File: src/rtl/add_pkg.sv
// Shared constants and types for the pipelined adder add_pipe_n.
package add_pkg;

  localparam int DEF_WIDTH = 16;
  localparam int DEF_SEG   = 4;

  function automatic int calc_stages(input int width, input int seg);
    return width / seg;
  endfunction

  // Control part of a stage record; data fields are sized by the top's parameters.
  typedef struct packed {
    logic vld;
    logic cy;
    logic ovf;
  } stage_ctl_t;

endpackage

File: src/rtl/add_seg.sv
// add_seg: combinational SEG-bit ripple-carry adder, one per pipeline stage.
module add_seg #(
  parameter int SEG = 4
) (
  input  logic [SEG-1:0] a,
  input  logic [SEG-1:0] b,
  input  logic           ci,
  output logic [SEG-1:0] s,
  output logic           co
);

  logic c;

  always_comb begin
    s = '0;
    c = ci;
    for (int i = 0; i < SEG; i++) begin
      s[i] = a[i] ^ b[i] ^ c;
      c    = (a[i] & b[i]) | (c & (a[i] ^ b[i]));
    end
    co = c;
  end

endmodule

File: src/rtl/add_pipe_n.sv
// add_pipe_n: pipelined WIDTH-bit adder, one SEG-bit ripple segment per stage, valid/ready on both sides.
// Defining ADD_PIPE_OVF_EN adds the registered signed-overflow output ovf.
module add_pipe_n
  import add_pkg::*;
#(
  parameter int WIDTH = DEF_WIDTH,
  parameter int SEG   = DEF_SEG
) (
  input  logic             clk,
  input  logic             rst,
  input  logic [WIDTH-1:0] add_0,
  input  logic [WIDTH-1:0] add_1,
  input  logic             c_in,
  input  logic             in_valid,
  output logic             in_ready,
  output logic [WIDTH-1:0] out,
  output logic             c_out,
`ifdef ADD_PIPE_OVF_EN
  output logic             ovf,
`endif
  output logic             out_valid,
  input  logic             out_ready
);

  localparam int STAGES = calc_stages(WIDTH, SEG);

  typedef struct packed {
    stage_ctl_t       ctl;
    logic [WIDTH-1:0] sum;
    logic [WIDTH-1:0] a;
    logic [WIDTH-1:0] b;
  } stage_t;

  stage_t stage_q [STAGES];
  stage_t stage_d [STAGES];
  logic   adv;

  // Whole pipe moves in lockstep; bubbles are not collapsed.
  assign adv      = ~stage_q[STAGES-1].ctl.vld | out_ready;
  assign in_ready = adv;

  for (genvar k = 0; k < STAGES; k++) begin : g_stage
    stage_t         prev;
    stage_t         nxt;
    logic [SEG-1:0] s;
    logic           co;

    if (k == 0) begin : g_head
      always_comb begin
        prev         = '0;
        prev.ctl.vld = in_valid;
        prev.ctl.cy  = c_in;
        prev.a       = add_0;
        prev.b       = add_1;
      end
    end else begin : g_body
      assign prev = stage_q[k-1];
    end

    add_seg #(.SEG(SEG)) u_seg (
      .a  (prev.a[k*SEG +: SEG]),
      .b  (prev.b[k*SEG +: SEG]),
      .ci (prev.ctl.cy),
      .s  (s),
      .co (co)
    );

    // Carry into the segment MSB is recovered as s ^ a ^ b at that bit.
    always_comb begin
      nxt                   = prev;
      nxt.sum[k*SEG +: SEG] = s;
      nxt.ctl.cy            = co;
      nxt.ctl.ovf           = co ^ s[SEG-1] ^ prev.a[k*SEG+SEG-1] ^ prev.b[k*SEG+SEG-1];
    end

    assign stage_d[k] = nxt;
  end

  always_ff @(posedge clk) begin
    if (rst) begin
      for (int k = 0; k < STAGES; k++) stage_q[k] <= '0;
    end else if (adv) begin
      for (int k = 0; k < STAGES; k++) stage_q[k] <= stage_d[k];
    end
  end

  assign out       = stage_q[STAGES-1].sum;
  assign c_out     = stage_q[STAGES-1].ctl.cy;
  assign out_valid = stage_q[STAGES-1].ctl.vld;
`ifdef ADD_PIPE_OVF_EN
  assign ovf       = stage_q[STAGES-1].ctl.ovf;
`endif

endmodule

File: config.mk
export PLATFORM = sky130hd
export DESIGN_NAME = add_pipe_n
export DESIGN_NICKNAME = d
export VERILOG_FILES = /design/src/rtl/add_pkg.sv /design/src/rtl/add_seg.sv /design/src/rtl/add_pipe_n.sv
export SDC_FILE = /design/constraint.sdc
export NUM_CORES = 1
export LEC_CHECK = 0
export CAP_MARGIN = 20
export CORE_ASPECT_RATIO = 0.5
export CORE_MARGIN = 2
export CORE_UTILIZATION = 50
export CTS_CLUSTER_DIAMETER = 80
export CTS_CLUSTER_SIZE = 40
export DETAILED_ROUTE_END_ITERATION = 10
export GPL_ROUTABILITY_DRIVEN = 0
export PLACE_DENSITY_LB_ADDON = 0.25
export SLEW_MARGIN = 5
export SYNTH_ARGS = -nofsm -noshare
export SYNTH_HDL_FRONTEND = slang
export SYNTH_SLANG_ARGS = --single-unit
File: constraint.sdc
create_clock -name clk -period 4.72 [get_ports clk]
set_input_delay 0.708 -clock clk [delete_from_list [all_inputs] [get_ports clk]]
set_output_delay 0.708 -clock clk [all_outputs]
set_load 0.01 [all_outputs]
After elaboration in Yosys (flattened, before gate mapping)

Memory sizes are Yosys's and may differ from the RTL's.
Index checks and enable logic that the tools add are counted.

Multiplexer cells: 9
Bitwise logic cells: 98

Operators with widths:

| operator          | number |
|---|---|
| 2-to-1 mux 51 bit | 4 |
| XOR 1 bit         | 44 |
| AND 1 bit         | 32 |
| OR 1 bit          | 21 |
| 2-to-1 mux 1 bit  | 5 |
| inverter 1 bit    | 1 |

Memory bits (writable): 204
Memories: 1
Output and inout bits: 19
Word-level logic and storage cells: 108
Flip-flop bits (word level): 0

Memories:

| memory  | depth | width | rd ports | clocked after Yosys merged registers in | write ports | line             | text |
|---|---|---|---|---|---|---|---|
| stage_q | 4     | 51    | 4        | 0                                       | 4           | add_pipe_n.sv:34 | `stage_t stage_q [STAGES];` |

Depth between registers and ports, before layout

Gate-level depths: netlist of the first run.
An unclocked memory read counts as a cell.

Depth in word-level cells: 14
Gate-level depth with buffers: 8

Modules after synthesis

A second synthesis of the first run with hierarchy kept.

Cell total of the unflattened synthesis: 273
Area total of the unflattened synthesis: 4,331.7 sq um

Modules (own cells, without submodules):

| module     | instances | cells an instance | area each (sq um) |
|---|---|---|---|
| add_pipe_n | 1         | 217               | 3,861.2 |
| add_seg    | 4         | 14                | 117.6 |

Worst setup path before layout of the first run

OpenSTA, ideal clock, no wires.

Kind: input -> register
Start: input port rst
End: memory stage_q[0][10] (netlist name) (enable)
Arrival time: 3,313 ps
Path slack: 937 ps
Cell stages on the path: 3
Path through: buf_2 buf_6 nand2b_1

RTL lines:

| what               | line             | text |
|---|---|---|
| start: declaration | add_pipe_n.sv:10 | `input logic rst,` |
| end: declaration   | add_pipe_n.sv:34 |  |

Worst setup path in the final report of the first run

Start: input port out_ready
End: output port in_ready

Cells in the longest elaborated chain, start to end: 1

Ends and longest elaborated chain:

| what               | line             | text |
|---|---|---|
| start: declaration | add_pipe_n.sv:22 | `input logic out_ready` |
| OR 1 bit           | add_pipe_n.sv:39 | `assign adv = ~stage_q[STAGES-1].ctl.vld \| out_ready;` |
| end: declaration   | add_pipe_n.sv:15 | `output logic in_ready,` |

No other way between the ends.

==> results of run 1 <==
==> per-stage QoR <==
step / setup slack, ps / instances / utilization (%) / area [um2]
2_1_floorplan: 936.6 / 261 / - / 4198
3_3_place_gp: 1754 / 407 / 58.87 / 4761
3_5_place_dp: 1668 / 408 / 59.21 / 4788
4_1_cts: 1999 / 424 / 63.30 / 5119
5_1_grt: 1921 / 424 / 63.30 / 5119
6_report: 2012 / 424 / 63.30 / 5119
==> kinds of logic (layout without fill, tap and decap cells) <==
family / count (synthesis) / count (layout)
adders and majority gates: 16 / 16
DFF: 96 / 96
and+or+nand+nor: 98 / 98
buffers and inverters: 51 / 102
==> how the worst max path moves through the flow <==
stage | startpoint | endpoint | slack, ps | cells past startpoint
finish | out_ready | in_ready | 2010 | 4
global route | add_0[0] | stage_q[0][35] | 1920 | 9
CTS | out_ready | in_ready | 2000 | 4
detailed placement | add_0[0] | stage_q[0][35] | 1670 | 9
global placement | add_0[0] | stage_q[0][35] | 1750 | 9
floorplan | rst | stage_q[0][10] | 940 | 3
==> layer usage <==
metal  track usage, %  vias up  part of all wire, %
li1                 -     1023                    -
met1            18.37     1017                   48
met2            23.71       40                   47
met3            4.898       11                  3.6
met4            7.979        0                  2.2
met5                0        -                    0
==> cell type report <==
class	count	area, um2
multi-input combinational	114	1074
tap	112	140.1
fill	578	2968
clock buffer	13	240.2
clock inverter	3	90.09
timing repair buffer	57	583.1
inverter	29	108.9
sequential	96	2883
==> worst max-delay path: cells and delay by family <==
kind	cells	cell delay [ps]
buffers and inverters	3	1030
and+or+nand+nor	1	260
==> cell usage after synthesis, drive strengths merged <==
cell type / count
edfxtp: 96
nor3: 12
buf: 16
nand2b: 1
nor2b: 1
clkbuf: 6
fa: 16
inv: 29
nor3b: 84
==> report_power, final <==
| group | switching (mW) | internal (mW) | leakage [nW] |
|---|---|---|---|
| registers | 0.0151 | 0.995 | 1.14 |
| logic | 0.0587 | 0.0807 | 0.608 |
| clock network | 0.281 | 0.518 | 0.158 |
| total | 0.355 | 1.59 | 1.91 |
==> results.py, run 1 <==
metrics = {
    "synthesis": {
        "synth_top_area_cell": "edfxtp_1",
        "ys_types": 11,
        "muxShareOfSynthArea_pct": 0,
        "synth_compound_area_share_pct": 0,
        "synth_top_family_by_area": "simple AND/OR/NAND/NOR gates",
        "ys_ff_latch": 96,
        "ys_warn_count": 0,
        "synth_area_leaders": "edfxtp_1 69%, nor3b_1 14%, fa_1 7.6%, inv_1 2.6%, nor3b_2 2.1%",
        "synthCells": 261,
        "syn-num-nets": 314,
        "synth_top_area_share_pct": 68.67,
        "seq_area_frac_synth_pct": 68.67,
        "syn_area_um2": 4198,
        "yosys.area_share.simple_pct": 17.76,
        "synth_xor_area_share_pct": 0,
        "synth.avg_cell_area_um2": 16.08,
        "synthAdderAreaFrac_pct": 7.630,
    },
    "setup_path": {
        "r2r-end": "stage_q[2][43]",
        "worstSetupEndpointType": "output port",
        "timing.rr.start": "stage_q[1][8]",
        "path_class": "input port to output port",
        "cp_max_fo": 9,
        "worst-r2r-setup-slack_ps": 2230,
        "arrival_ps": 2000,
        "reg2regPathDepth": 8,
        "slowest_stage": "clkdlybuf4s50_1",
        "cp_cell_sequence": "clkdlybuf4s50_1, nor2b_4, inv_1, clkdlybuf4s50_1",
        "cp_common_cell": "clkdlybuf4s50_1",
        "max_stage_delay_ps": 490,
        "startpoint_type": "input port",
        "worstPathRequired_ps": 4010,
    },
    "global_routing": {
        "grt_pass1_vias": 2133,
        "grt_max_degree": 98,
        "antenna_found_initial": 0,
        "grt_util_all_layers_pct": 14.76,
        "overflow": 0,
        "grt_pass1_wl_um": 10030,
    },
    "route": {
        "routedWlPerCell_um": 14.70,
        "drt_iter0_markers": 216,
        "wirelength_um": 6234,
        "first_pass_iters": 4,
        "antenna_left": 0,
        "via_count": 2091,
        "drc": 0,
        "vias_per_cell": 4.932,
    },
    "clock_tree": {
        "numClockSinks": 96,
        "ctsResizeCount": 0,
        "cts_buffers": 9,
        "htreeDepth": 3,
        "cts_setup_buffers": 0,
        "clk_latency_ps": 340,
        "clk_path_buf_depth": 2,
        "tritoncts": "done",
        "clk_pin_slew_worst_paths_ps": 60,
        "hold_buffers": 0,
        "root_buffer": "clkbuf_16",
    },
    "sta": {
        "whs_ps": 575.2,
        "max_slew_margin_pct": 34.53,
        "max_freq_mhz": 369.3,
        "period_needed_ps": 2708,
        "worst_pin_slew_ps": 982.1,
        "min_period_over_period_pct": 57.37,
        "fin_tns_setup_ps": 0,
        "maxSlewViolCount": 0,
        "hold_viol_final": 0,
        "finalSetupViolCount": 0,
        "rsz0062_at_grt": "no",
        "finClkSkew_ps": 3.973,
    },
    "outcome": {
        "outcome": "complete, no violations",
    },
    "worst_hold_path": {
        "worstHoldStart": "stage_q[2][41]",
        "hold_depth": 1,
        "hold_class": "register to register",
        "min_to": "stage_q[3][41]",
    },
    "floorplanning": {
        "start_util_pct": 51.91,
        "die_w_um": 133.6,
        "die-area_um2": 9189,
        "core_um2": 8087,
        "io_pins": 56,
        "row_count": 23,
        "fp.dieH_um": 68.79,
    },
    "cells_and_area": {
        "top_regs": "stage_q (96)",
        "final_common_cell": "edfxtp_1",
        "nets": 360,
        "antennaDiodeCount": 0,
        "areaGrowthSynthToFinish_pct": 21.94,
        "drive_gt1_share_pct": 7.692,
        "layout_common_cells": "96 x edfxtp_1, 77 x nor3b_1, 54 x clkdlybuf4s50_1",
        "regMostFlops": "stage_q",
        "largest_reg_flops": 96,
    },
    "job": {
        "cap_violations": 0,
    },
    "power_and_ir_drop": {
        "total_power_mw": 1.949,
        "power_density_nw_per_um2": 380.8,
        "peakVddDrop_mv": 0.2412,
        "power.leakage_nw": 1.906,
    },
    "placement": {
        "dp.final_hpwl_um": 3605,
        "numPortBuffers": 55,
    },
}
Note: power is estimated with default switching activity, not from simulation.
==> run 2, diff against run 1 <==
--- a/config.mk
+++ b/config.mk
@@ -8,7 +8,7 @@
 export CAP_MARGIN = 20
 export CORE_ASPECT_RATIO = 0.5
 export CORE_MARGIN = 2
-export CORE_UTILIZATION = 50
+export CORE_UTILIZATION = 49
 export CTS_CLUSTER_DIAMETER = 80
 export CTS_CLUSTER_SIZE = 40
 export DETAILED_ROUTE_END_ITERATION = 10
==> constraint.sdc (replaced) <==
create_clock -name clk -period 2.4 [get_ports clk]
set_input_delay 0.36 -clock clk [delete_from_list [all_inputs] [get_ports clk]]
set_output_delay 0.36 -clock clk [all_outputs]
set_load 0.01 [all_outputs]
==> results.py, run 2 (same netlist as run 1, synthesis figures left out) <==
metrics = {
    "route": {
        "drc": 0,
        "drt_iter0_markers": 180,
        "vias_per_cell": 4.976,
        "first_pass_iters": 4,
        "antenna_left": 0,
        "routedWlPerCell_um": 14.43,
        "wirelength_um": 6133,
        "via_count": 2115,
    },
    "setup_path": {
        "cp_cell_sequence": "fa_1, inv_1, fa_1, inv_1, fa_2, inv_2, fa_1, nor3_2",
        "reg2regPathDepth": 8,
        "cp_common_cell": "fa_1",
        "worstPathRequired_ps": 2580,
        "slowest_stage": "fa_1",
        "startpoint_type": "register",
        "max_stage_delay_ps": 430,
        "worstSetupEndpointType": "register",
        "path_buf_inv": 3,
        "path_class": "register to register",
        "worst-r2r-setup-slack_ps": 110,
        "arrival_ps": 2470,
        "critPathTopFamily": "adder cells",
        "timing.rr.start": "stage_q[2][12]",
        "cp_max_fo": 1,
        "r2r-end": "stage_q[3][47]",
    },
    "clock_tree": {
        "clk_pin_slew_worst_paths_ps": 60,
        "cts_buffers": 9,
        "htreeDepth": 3,
        "root_buffer": "clkbuf_16",
        "ctsResizeCount": 0,
        "clk_path_buf_depth": 2,
        "cts_setup_buffers": 0,
        "numClockSinks": 96,
        "clk_latency_ps": 340,
        "hold_buffers": 0,
        "tritoncts": "done",
    },
    "power_and_ir_drop": {
        "swShare_pct": 18.88,
        "power.leakage_nw": 1.901,
        "power.switching_uw": 674.0,
        "p_int_mw": 2.897,
        "seqPwrFrac_pct": 55.6,
        "p_clk_share_pct": 36.5,
        "total_power_mw": 3.571,
        "peakVddDrop_mv": 0.4437,
        "power_density_nw_per_um2": 700.3,
        "pwr-share-comb_pct": 7.9,
    },
    "cells_and_area": {
        "top_regs": "stage_q (96)",
        "areaGrowthSynthToFinish_pct": 21.46,
        "drive_gt1_share_pct": 10.22,
        "final_common_cell": "edfxtp_1",
        "regMostFlops": "stage_q",
        "layout_common_cells": "96 x edfxtp_1, 77 x nor3b_1, 54 x clkdlybuf4s50_1",
        "nets": 365,
        "antennaDiodeCount": 0,
        "largest_reg_flops": 96,
    },
    "sta": {
        "period_needed_ps": 2292,
        "max_freq_mhz": 436.4,
        "setup_ws_ps": 108.3,
        "maxSlewViolCount": 0,
        "finClkSkew_ps": 6.678,
        "finalSetupViolCount": 0,
        "worst_pin_slew_ps": 696.9,
        "fin_tns_setup_ps": 0,
        "max_slew_margin_pct": 53.54,
        "hold_viol_final": 0,
        "min_period_over_period_pct": 95.49,
        "rsz0062_at_grt": "yes",
    },
    "worst_hold_path": {
        "hold_class": "input port to register",
        "hold_depth": 2,
        "worstHoldStart": "rst",
        "min_to": "stage_q[0][35]",
    },
    "global_routing": {
        "overflow": 0,
        "grt_max_degree": 68,
        "antenna_found_initial": 0,
        "grt_pass1_vias": 2150,
        "grt_pass1_wl_um": 10390,
        "grt_util_all_layers_pct": 14.66,
    },
    "floorplanning": {
        "core_um2": 8144,
        "die_w_um": 134.9,
        "row_count": 23,
        "die-area_um2": 9368,
        "fp.dieH_um": 69.45,
        "start_util_pct": 51.54,
        "io_pins": 56,
    },
    "placement": {
        "dp.final_hpwl_um": 3701,
        "post-place-ws_ps": -279.5,
        "numPortBuffers": 55,
    },
    "outcome": {
        "outcome": "complete, no violations",
    },
    "job": {
        "cap_violations": 0,
    },
}
[run 2: cell type report]
cell class                      instances  area [um2]
Fill cell                             597        3045
Sequential cell                        96        2883
Multi-Input combinational cell        114        1091
Timing Repair Buffer                   62       613.1
Clock buffer                            9       225.2
Tap cell                              112       140.1
Inverter                               29       108.9
Clock inverter                          3       37.54
[run 2: power groups by stage]
stage / Clock, mW / Combinational [mW] / Sequential, mW
after global routing: 1.41 / 0.315 / 2.00
final: 1.30 / 0.282 / 1.99
after CTS: 1.34 / 0.283 / 1.99
after floorplan: 0 / 0.150 / 2.02
after global placement: 0 / 0.275 / 2.02
after detailed placement: 0 / 0.281 / 2.02
[run 2: how the worst max path moves through the flow]
stage | end | depth (start not counted) | from | slack, ps
6_report | stage_q[3][47] | 8 | stage_q[2][12] | 110
5_1_grt | stage_q[2][43] | 8 | stage_q[1][8] | -10
4_1_cts | stage_q[2][43] | 8 | stage_q[1][8] | 30
3_5_place_dp | stage_q[0][35] | 9 | add_0[0] | -280
3_3_place_gp | stage_q[0][35] | 9 | add_0[0] | -210
2_1_floorplan | stage_q[0][10] | 4 | stage_q[3][50] | 9
[run 2: worst register-to-register path, cell delays in order (launching register included)]
cell,delay [ps]
edfxtp_1,400
fa_1,420
inv_1,80
fa_1,160
inv_1,60
fa_2,330
inv_2,60
fa_1,430
nor3_2,180
[run 2: stage by stage]
stage | area (um2) | hold slack [ps] | cells | utilization [%]
floorplan | 4200 | 537.5 | 261 | -
global placement | 4818 | 566.0 | 413 | 59.16
detailed placement | 4818 | 560.6 | 413 | 59.16
CTS | 5081 | 561.0 | 425 | 62.39
global route | 5099 | 592.4 | 425 | 62.61
finish | 5099 | 552.9 | 425 | 62.61
[run 2: metal layers]
| layer | share of wire (%) | up-vias | global-route usage, % |
|---|---|---|---|
| li1 | - | 1032 | - |
| met1 | 47 | 1032 | 20.10 |
| met2 | 46 | 40 | 21.43 |
| met3 | 5.3 | 11 | 4.825 |
| met4 | 1.9 | 0 | 6.667 |
| met5 | 0 | - | 0 |
==> run 3, diff against run 2 <==
--- a/config.mk
+++ b/config.mk
@@ -12,8 +12,8 @@
 export CTS_CLUSTER_DIAMETER = 80
 export CTS_CLUSTER_SIZE = 40
 export DETAILED_ROUTE_END_ITERATION = 10
-export GPL_ROUTABILITY_DRIVEN = 0
 export PLACE_DENSITY_LB_ADDON = 0.25
+export SKIP_LAST_GASP = 1
 export SLEW_MARGIN = 5
 export SYNTH_ARGS = -nofsm -noshare
 export SYNTH_HDL_FRONTEND = slang
==> results of run 3 <==
The final DEF is identical to that of run 2; final timing and power are the same.
